## src/rtl/hub75_ram_rd_arbiter_pkg.sv

```systemverilog
// Shared definitions for the HUB75 main-RAM read arbiter: RAM geometry,
// requester ownership encoding and the in-flight read tag.
package hub75_ram_rd_arbiter_pkg;

    localparam int RAM_AW = 15;
    localparam int RAM_DW = 20;
    localparam int FB_AW  = 14;

    localparam logic [RAM_AW-1:0] NP_BASE_DEF = 15'h4000;

    typedef enum logic {
        OWN_P = 1'b0,
        OWN_N = 1'b1
    } owner_e;

    typedef struct packed {
        logic   valid;
        owner_e owner;
    } rd_tag_t;

    // Neopixel region lives at a fixed offset; the caller passes a zero-extended local address.
    function automatic logic [RAM_AW-1:0] np_map(input logic [RAM_AW-1:0] base,
                                                 input logic [RAM_AW-1:0] offs);
        return base + offs;
    endfunction

endpackage

```

## src/rtl/hub75_rd_tag_pipe.sv

```systemverilog
// Fixed-depth shift register carrying {valid, owner} for each RAM read so the
// returning data can be steered back to the requester that issued it.
module hub75_rd_tag_pipe
    import hub75_ram_rd_arbiter_pkg::*;
#(
    parameter int RD_LAT = 1
) (
    input  logic    i_clk,
    input  logic    i_rst,
    input  rd_tag_t i_tag,
    output rd_tag_t o_tag
);

    rd_tag_t r_pipe [RD_LAT];

    always_ff @(posedge i_clk) begin
        if (i_rst) begin
            // NOTE: this storage is reset because its valid bits gate the outputs; pure data storage would not need a reset.
            for (int i = 0; i < RD_LAT; i++) begin
                r_pipe[i] <= '0;
            end
        end else begin
            r_pipe[0] <= i_tag;
            for (int i = 1; i < RD_LAT; i++) begin
                r_pipe[i] <= r_pipe[i-1];
            end
        end
    end

    assign o_tag = r_pipe[RD_LAT-1];

endmodule

```

## src/rtl/hub75_ram_rd_arbiter.sv

```systemverilog
// Shares the single main-RAM read port between the panel fetch path (P, priority)
// and the neopixel path (N, guaranteed a slot by a starvation counter).
module hub75_ram_rd_arbiter
    import hub75_ram_rd_arbiter_pkg::*;
#(
    parameter int                RD_LAT   = 1,
    parameter int                MAX_WAIT = 8,
    parameter logic [RAM_AW-1:0] NP_BASE  = NP_BASE_DEF,
    parameter int                NP_AW    = 10
) (
    input  logic              sys_clk,
    input  logic              rst,
    input  logic              p_req,
    input  logic [FB_AW-1:0]  p_addr,
    output logic              p_gnt,
    output logic              p_rvalid,
    output logic [RAM_DW-1:0] p_rdata,
    input  logic              n_req,
    input  logic [NP_AW-1:0]  n_addr,
    output logic              n_gnt,
    output logic              n_rvalid,
    output logic [RAM_DW-1:0] n_rdata,
    output logic [RAM_AW-1:0] ram_raddr,
    output logic              ram_re,
    input  logic [RAM_DW-1:0] ram_rdata,
    output logic              n_starved
);

    localparam logic [7:0] WAIT_LIM = 8'(MAX_WAIT - 1);

    logic [7:0]        r_wait_cnt;
    logic [RAM_AW-1:0] r_raddr_last;
    logic              r_n_starved;
    logic              r_p_rvalid;
    logic              r_n_rvalid;
    logic [RAM_DW-1:0] r_p_rdata;
    logic [RAM_DW-1:0] r_n_rdata;

    logic              w_force_n;
    logic              w_gnt_p;
    logic              w_gnt_n;
    logic [RAM_AW-1:0] w_n_raddr;
    logic [RAM_AW-1:0] w_raddr;
    rd_tag_t           w_tag_in;
    rd_tag_t           w_tag_out;

    assign w_n_raddr = np_map(NP_BASE, RAM_AW'(n_addr));

    always_comb begin
        // NOTE: every signal written here gets a default first, so no path leaves one unassigned and infers a latch.
        w_force_n = p_req && n_req && (r_wait_cnt == WAIT_LIM);
        w_gnt_n   = 1'b0;
        w_gnt_p   = 1'b0;
        w_raddr   = r_raddr_last;
        w_tag_in  = '0;
        if (!rst) begin
            w_gnt_n = n_req && (!p_req || w_force_n);
            w_gnt_p = p_req && !w_gnt_n;
        end
        if (w_gnt_p) begin
            w_raddr = {1'b0, p_addr};
        end else if (w_gnt_n) begin
            w_raddr = w_n_raddr;
        end
        w_tag_in.valid = w_gnt_p || w_gnt_n;
        w_tag_in.owner = w_gnt_n ? OWN_N : OWN_P;
    end

    hub75_rd_tag_pipe #(
        .RD_LAT (RD_LAT)
    ) u_tag_pipe (
        .i_clk (sys_clk),
        .i_rst (rst),
        .i_tag (w_tag_in),
        .o_tag (w_tag_out)
    );

    always_ff @(posedge sys_clk) begin
        if (rst) begin
            r_wait_cnt   <= '0;
            r_raddr_last <= '0;
            r_n_starved  <= 1'b0;
            r_p_rvalid   <= 1'b0;
            r_n_rvalid   <= 1'b0;
            r_p_rdata    <= '0;
            r_n_rdata    <= '0;
        end else begin
            // NOTE: state uses <= only, so every statement here sees the pre-edge values regardless of order.
            if (w_tag_in.valid) begin
                r_raddr_last <= w_raddr;
            end

            if (!n_req || w_gnt_n) begin
                r_wait_cnt <= '0;
            end else if (w_gnt_p && (r_wait_cnt != WAIT_LIM)) begin
                r_wait_cnt <= r_wait_cnt + 8'd1;
            end

            if (w_gnt_n && w_force_n) begin
                r_n_starved <= 1'b1;
            end

            // Exiting tag steers this cycle's RAM data; the other requester's data holds.
            r_p_rvalid <= w_tag_out.valid && (w_tag_out.owner == OWN_P);
            r_n_rvalid <= w_tag_out.valid && (w_tag_out.owner == OWN_N);
            if (w_tag_out.valid && (w_tag_out.owner == OWN_P)) begin
                r_p_rdata <= ram_rdata;
            end
            if (w_tag_out.valid && (w_tag_out.owner == OWN_N)) begin
                r_n_rdata <= ram_rdata;
            end
        end
    end

    assign p_gnt     = w_gnt_p;
    assign n_gnt     = w_gnt_n;
    assign ram_re    = w_tag_in.valid;
    assign ram_raddr = w_raddr;
    assign p_rvalid  = r_p_rvalid;
    assign n_rvalid  = r_n_rvalid;
    assign p_rdata   = r_p_rdata;
    assign n_rdata   = r_n_rdata;
    assign n_starved = r_n_starved;

endmodule

```

## config.mk

```make
export PLATFORM = sky130hd
export DESIGN_NAME = hub75_ram_rd_arbiter
export DESIGN_NICKNAME = d
export VERILOG_FILES = /design/src/rtl/hub75_ram_rd_arbiter_pkg.sv /design/src/rtl/hub75_rd_tag_pipe.sv /design/src/rtl/hub75_ram_rd_arbiter.sv
export SDC_FILE = /design/constraint.sdc
export NUM_CORES = 1
export LEC_CHECK = 0
export BUFFER_PORTS_ARGS = -buffer_cell sky130_fd_sc_hd__clkbuf_2
export CORE_MARGIN = 10
export CORE_UTILIZATION = 40
export DETAILED_ROUTE_END_ITERATION = 6
export GPL_TIMING_DRIVEN = 0
export PLACE_DENSITY = 0.66
export REMOVE_ABC_BUFFERS = 1
export SLEW_MARGIN = 20
export SYNTH_ARGS = -nofsm -noshare
export SYNTH_HDL_FRONTEND = slang
export SYNTH_HIERARCHICAL = 1
export SYNTH_SLANG_ARGS = --single-unit
```

## constraint.sdc

```tcl
create_clock -name sys_clk -period 3.03 [get_ports sys_clk]
set_input_delay 0.606 -clock sys_clk [delete_from_list [all_inputs] [get_ports sys_clk]]
set_output_delay 0.606 -clock sys_clk [all_outputs]
set_load 0.02 [all_outputs]
```

==> impl_summary.txt <==
----------------------------------------------------
[Status]
  Status ... completed

[Floorplanning]
  Chip Height ... 105 um
  Core region area ... 0.00718 mm2
  Number of cell rows ... 31
  I/O pin count ... 109
  Starting Density ... 40.7%
  Area of the die ... 0.0111 mm2
  Die Span X ... 105 um

[Clock tree]
  Hold Buf Count CTS ... 0
  H-tree level count ... 3
  Num Clock Sinks ... 68
  Library cell used as clock root buffer ... clkbuf_8
  Maximum root-to-sink buffer count ... 2
  Setup bufs post-CTS ... 0
  CTS tree ... done
  CTS resizes ... 3
  Num CTS Buffers ... 9
  Clock-pin slew of the registers on the worst-case setup and hold paths ... 0.07 ns
  Clock latency at the later pin of the worst-skew pair ... 0.33 ns

[Timing]
  Number of setup violations in the final report ... 0
  Final period demand of the worst path ... 2.84 ns
  Transition at the pin with the smallest max-transition slack ... 0.908 ns
  Max Fclk ... 0.352 GHz
  Number of max-slew violations in the final report ... 0
  Number of endpoints with negative hold slack in the final report ... 0
  Final worst path period share ... 93.8%
  Max-slew headroom at the worst pin ... 39.2%
  Worst setup skew after layout ... 0.00737 ns
  Setup repair after global routing missed its margin ... no

[Placement]
  Post-Place Cell Area ... 0.00351 mm2
  HPWL after detailed placement ... 5630 um
  GP Congestion ... 0.730
  Total placed cells including tap cells ... 507
  I/O Buffers ... 108

[Pwr]
  Leak pwr ... 1.53 nW
  Proportion of total power due to net switching ... 25.1%
  Switching power ... 0.526 mW
  Pwr/cell area ... 554 mW/mm2
  Part of the total power dissipated in the clock network ... 42.9%
  Proportion of power drawn by combinational gates ... 12.3%
  Sequential cell fraction of total power ... 44.8%
  P_int ... 1.57 mW
  Maximum ir drop on the vdd rail ... 0.000237 V

[Global route]
  Global-route met2 utilization ... 20.9%
  Antenna violations before repair ... 0
  Most crowded layer after global routing ... met2
  Global-route wire length before repair ... 13,100 um
  Grt total ovfl ... 0
  Largest net degree at the start of global routing ... 62
  Vias in the first global route ... 2,611
  Met3 track demand over resource in global routing ... 7.49%
  Met1 usage in global routing ... 17.0%
  GRT Total Usage ... 14.1%

[Routing]
  Total via count in the routed design ... 2,651
  DRC Markers ... 0
  Vias/cell ... 5.07
  Final ANT Viol Nets ... 0
  DRC violation total after the first TritonRoute iteration ... 112
  Post-detailed-routing wire length ... 7930 um
  Drt first pass iters ... 4
  Average wire length per cell after detail routing ... 15.2 um

[Synthesis]
  Mean instance size in the synthesized netlist ... 9.07 um2
  Fraction of the yosys area taken by sequential cells ... 46.6%
  Flip-flop and latch count after synthesis ... 68
  Number of synthesized flops with an enable pin ... 0
  Post-synthesis cell area ... 0.00292 mm2
  Number of instances in the synthesized netlist ... 322
  Count of yosys warnings during synthesis ... 6
  Proportion of register bits with asynchronous set or reset after synthesis ... 0%
  Post-synth top flop ... dfxtp_1
  Distinct cell type count of the synthesized netlist ... 42

[Finish]
  Antenna diode count ... 0
  Ratio of cells with drive above 1 in the final layout ... 36.6%
  Net count of the finished layout ... 468
  Growth of design area from synthesis to finish ... 29.3%
  Area of all placed cells without fillers ... 0.00377 mm2
  Final standard cell count with taps included and fillers excluded ... 523

[Min path]
  Worst min-delay path class ... flop to flop

[Setup path]
  Critical path launch point type ... flop
  Arrival time of the worst setup path ... 2.24 ns
  Startpoint-to-endpoint class of the critical path ... flop to primary output
  Crit path capture type ... primary output
  WP data required ... 2.42 ns
  Worst-path maximum fanout ... 12

[Run]
  Number of max-cap violations ... 0

----------------------------------------------------
[per-layer routing]
layer	wire length (um)	part of all wire [%]	vias up
met5	0	0	-
met4	80	1.0	0
met3	851	11	8
met2	3450	44	88
met1	3550	45	1226
li1	-	-	1329
[layout by cell type (no fill, tap or decap), types with 3 or more instances in the layout]
| master | instances |
|---|---|
| bufinv_16 | 3 |
| a2111oi_2 | 10 |
| o22ai_1 | 10 |
| a211oi_1 | 10 |
| nand2_1 | 83 |
| clkbuf_2 | 107 |
| clkbuf_8 | 9 |
| nor4_4 | 7 |
| nor2_1 | 9 |
| a22o_1 | 4 |
| inv_1 | 12 |
| a32o_1 | 4 |
| dfxtp_1 | 68 |
| a21oi_1 | 45 |
| nand3_1 | 3 |
[sequential cells by signal (all words and copies together) (netlist names)]
name               cells
n_starved              1
u_tag_pipe/r_pipe      2
n_rvalid               1
r_wait_cnt             8
p_rvalid               1
n_rdata               20
r_raddr_last          15
p_rdata               20
[area by class of cell]
| type | count | area [um2] |
|---|---|---|
| Clock buffer | 10 | 128 |
| Clock inverter | 6 | 113 |
| Fill cell | 676 | 3400 |
| Inverter | 14 | 52.6 |
| Multi-Input combinational cell | 217 | 1420 |
| Sequential cell | 68 | 1360 |
| Tap cell | 99 | 124 |
| Timing Repair Buffer | 109 | 574 |
[kinds of logic after synthesis]
family | count (synthesis) | synth area share [%]
buf+inv | 37 | 5.61
xor+xnor | 3 | 0.900
fa+ha+maj | 1 | 0.429
compound gates | 92 | 22.6
flops | 68 | 46.6
simple gates | 121 | 23.8
[power groups by stage]
stage                     clock (mW)  combinational [mW]  sequential (mW)
final                          0.898               0.258            0.936
after global routing           0.960               0.283            0.939
after CTS                      0.920               0.260            0.936
after detailed placement           0               0.259            0.957
after global placement             0               0.251            0.956
after floorplan                    0               0.124            0.972
[Yosys cell counts, drive strengths merged, types with 2 or more instances]
library cell	n	share of area, %
dfxtp	68	47
or3	3	0.81
clkbuf	12	1.6
nor2	9	1.2
buf	11	2.2
a32o	4	1.4
a2111oi	10	5.1
a21oi	46	8.0
nand2	83	11
nand2b	3	0.64
xor2	2	0.60
nor4	10	6.2
o22ai	10	2.1
inv	14	1.8
a22o	4	1.2
a211oi	10	2.6
o21ai	3	0.64
nor2b	3	0.64
nand3	3	0.51
[final timing paths]
kind / endpoint / start / cells after the start / slack, ns
min: r_wait_cnt[0]$_SDFFE_PP0P_ / r_wait_cnt[0]$_SDFFE_PP0P_ / 1 / 0.45
max: ram_raddr[9] / r_wait_cnt[0]$_SDFFE_PP0P_ / 5 / 0.19
max reg2reg: r_raddr_last[9]$_SDFFE_PP0P_ / r_wait_cnt[0]$_SDFFE_PP0P_ / 4 / 1.20
min reg2reg: r_wait_cnt[0]$_SDFFE_PP0P_ / r_wait_cnt[0]$_SDFFE_PP0P_ / 1 / 0.45
[through the flow]
step                total power, mW  util, %  setup TNS, ns  hold WS [ns]  setup slack [ns]
floorplan                      1.10        -              0         0.418             0.196
global placement               1.21     48.4         -15.92         0.431            -0.893
detailed placement             1.22     48.9          -2.07         0.437            -0.317
CTS                            2.12     52.6              0         0.454           0.00242
global route                   2.18     52.6              0         0.470            0.0647
finish                         2.09     52.6              0         0.451             0.188
[worst max-delay path, stage by stage, from the launching register on]
cell       delay, ns
dfxtp_1         0.36
ha_1            0.30
nand4bb_4       0.39
nor4_1          0.57
a211oi_1        0.10
clkbuf_2        0.18
Note: power is estimated with default switching activity, not from simulation.
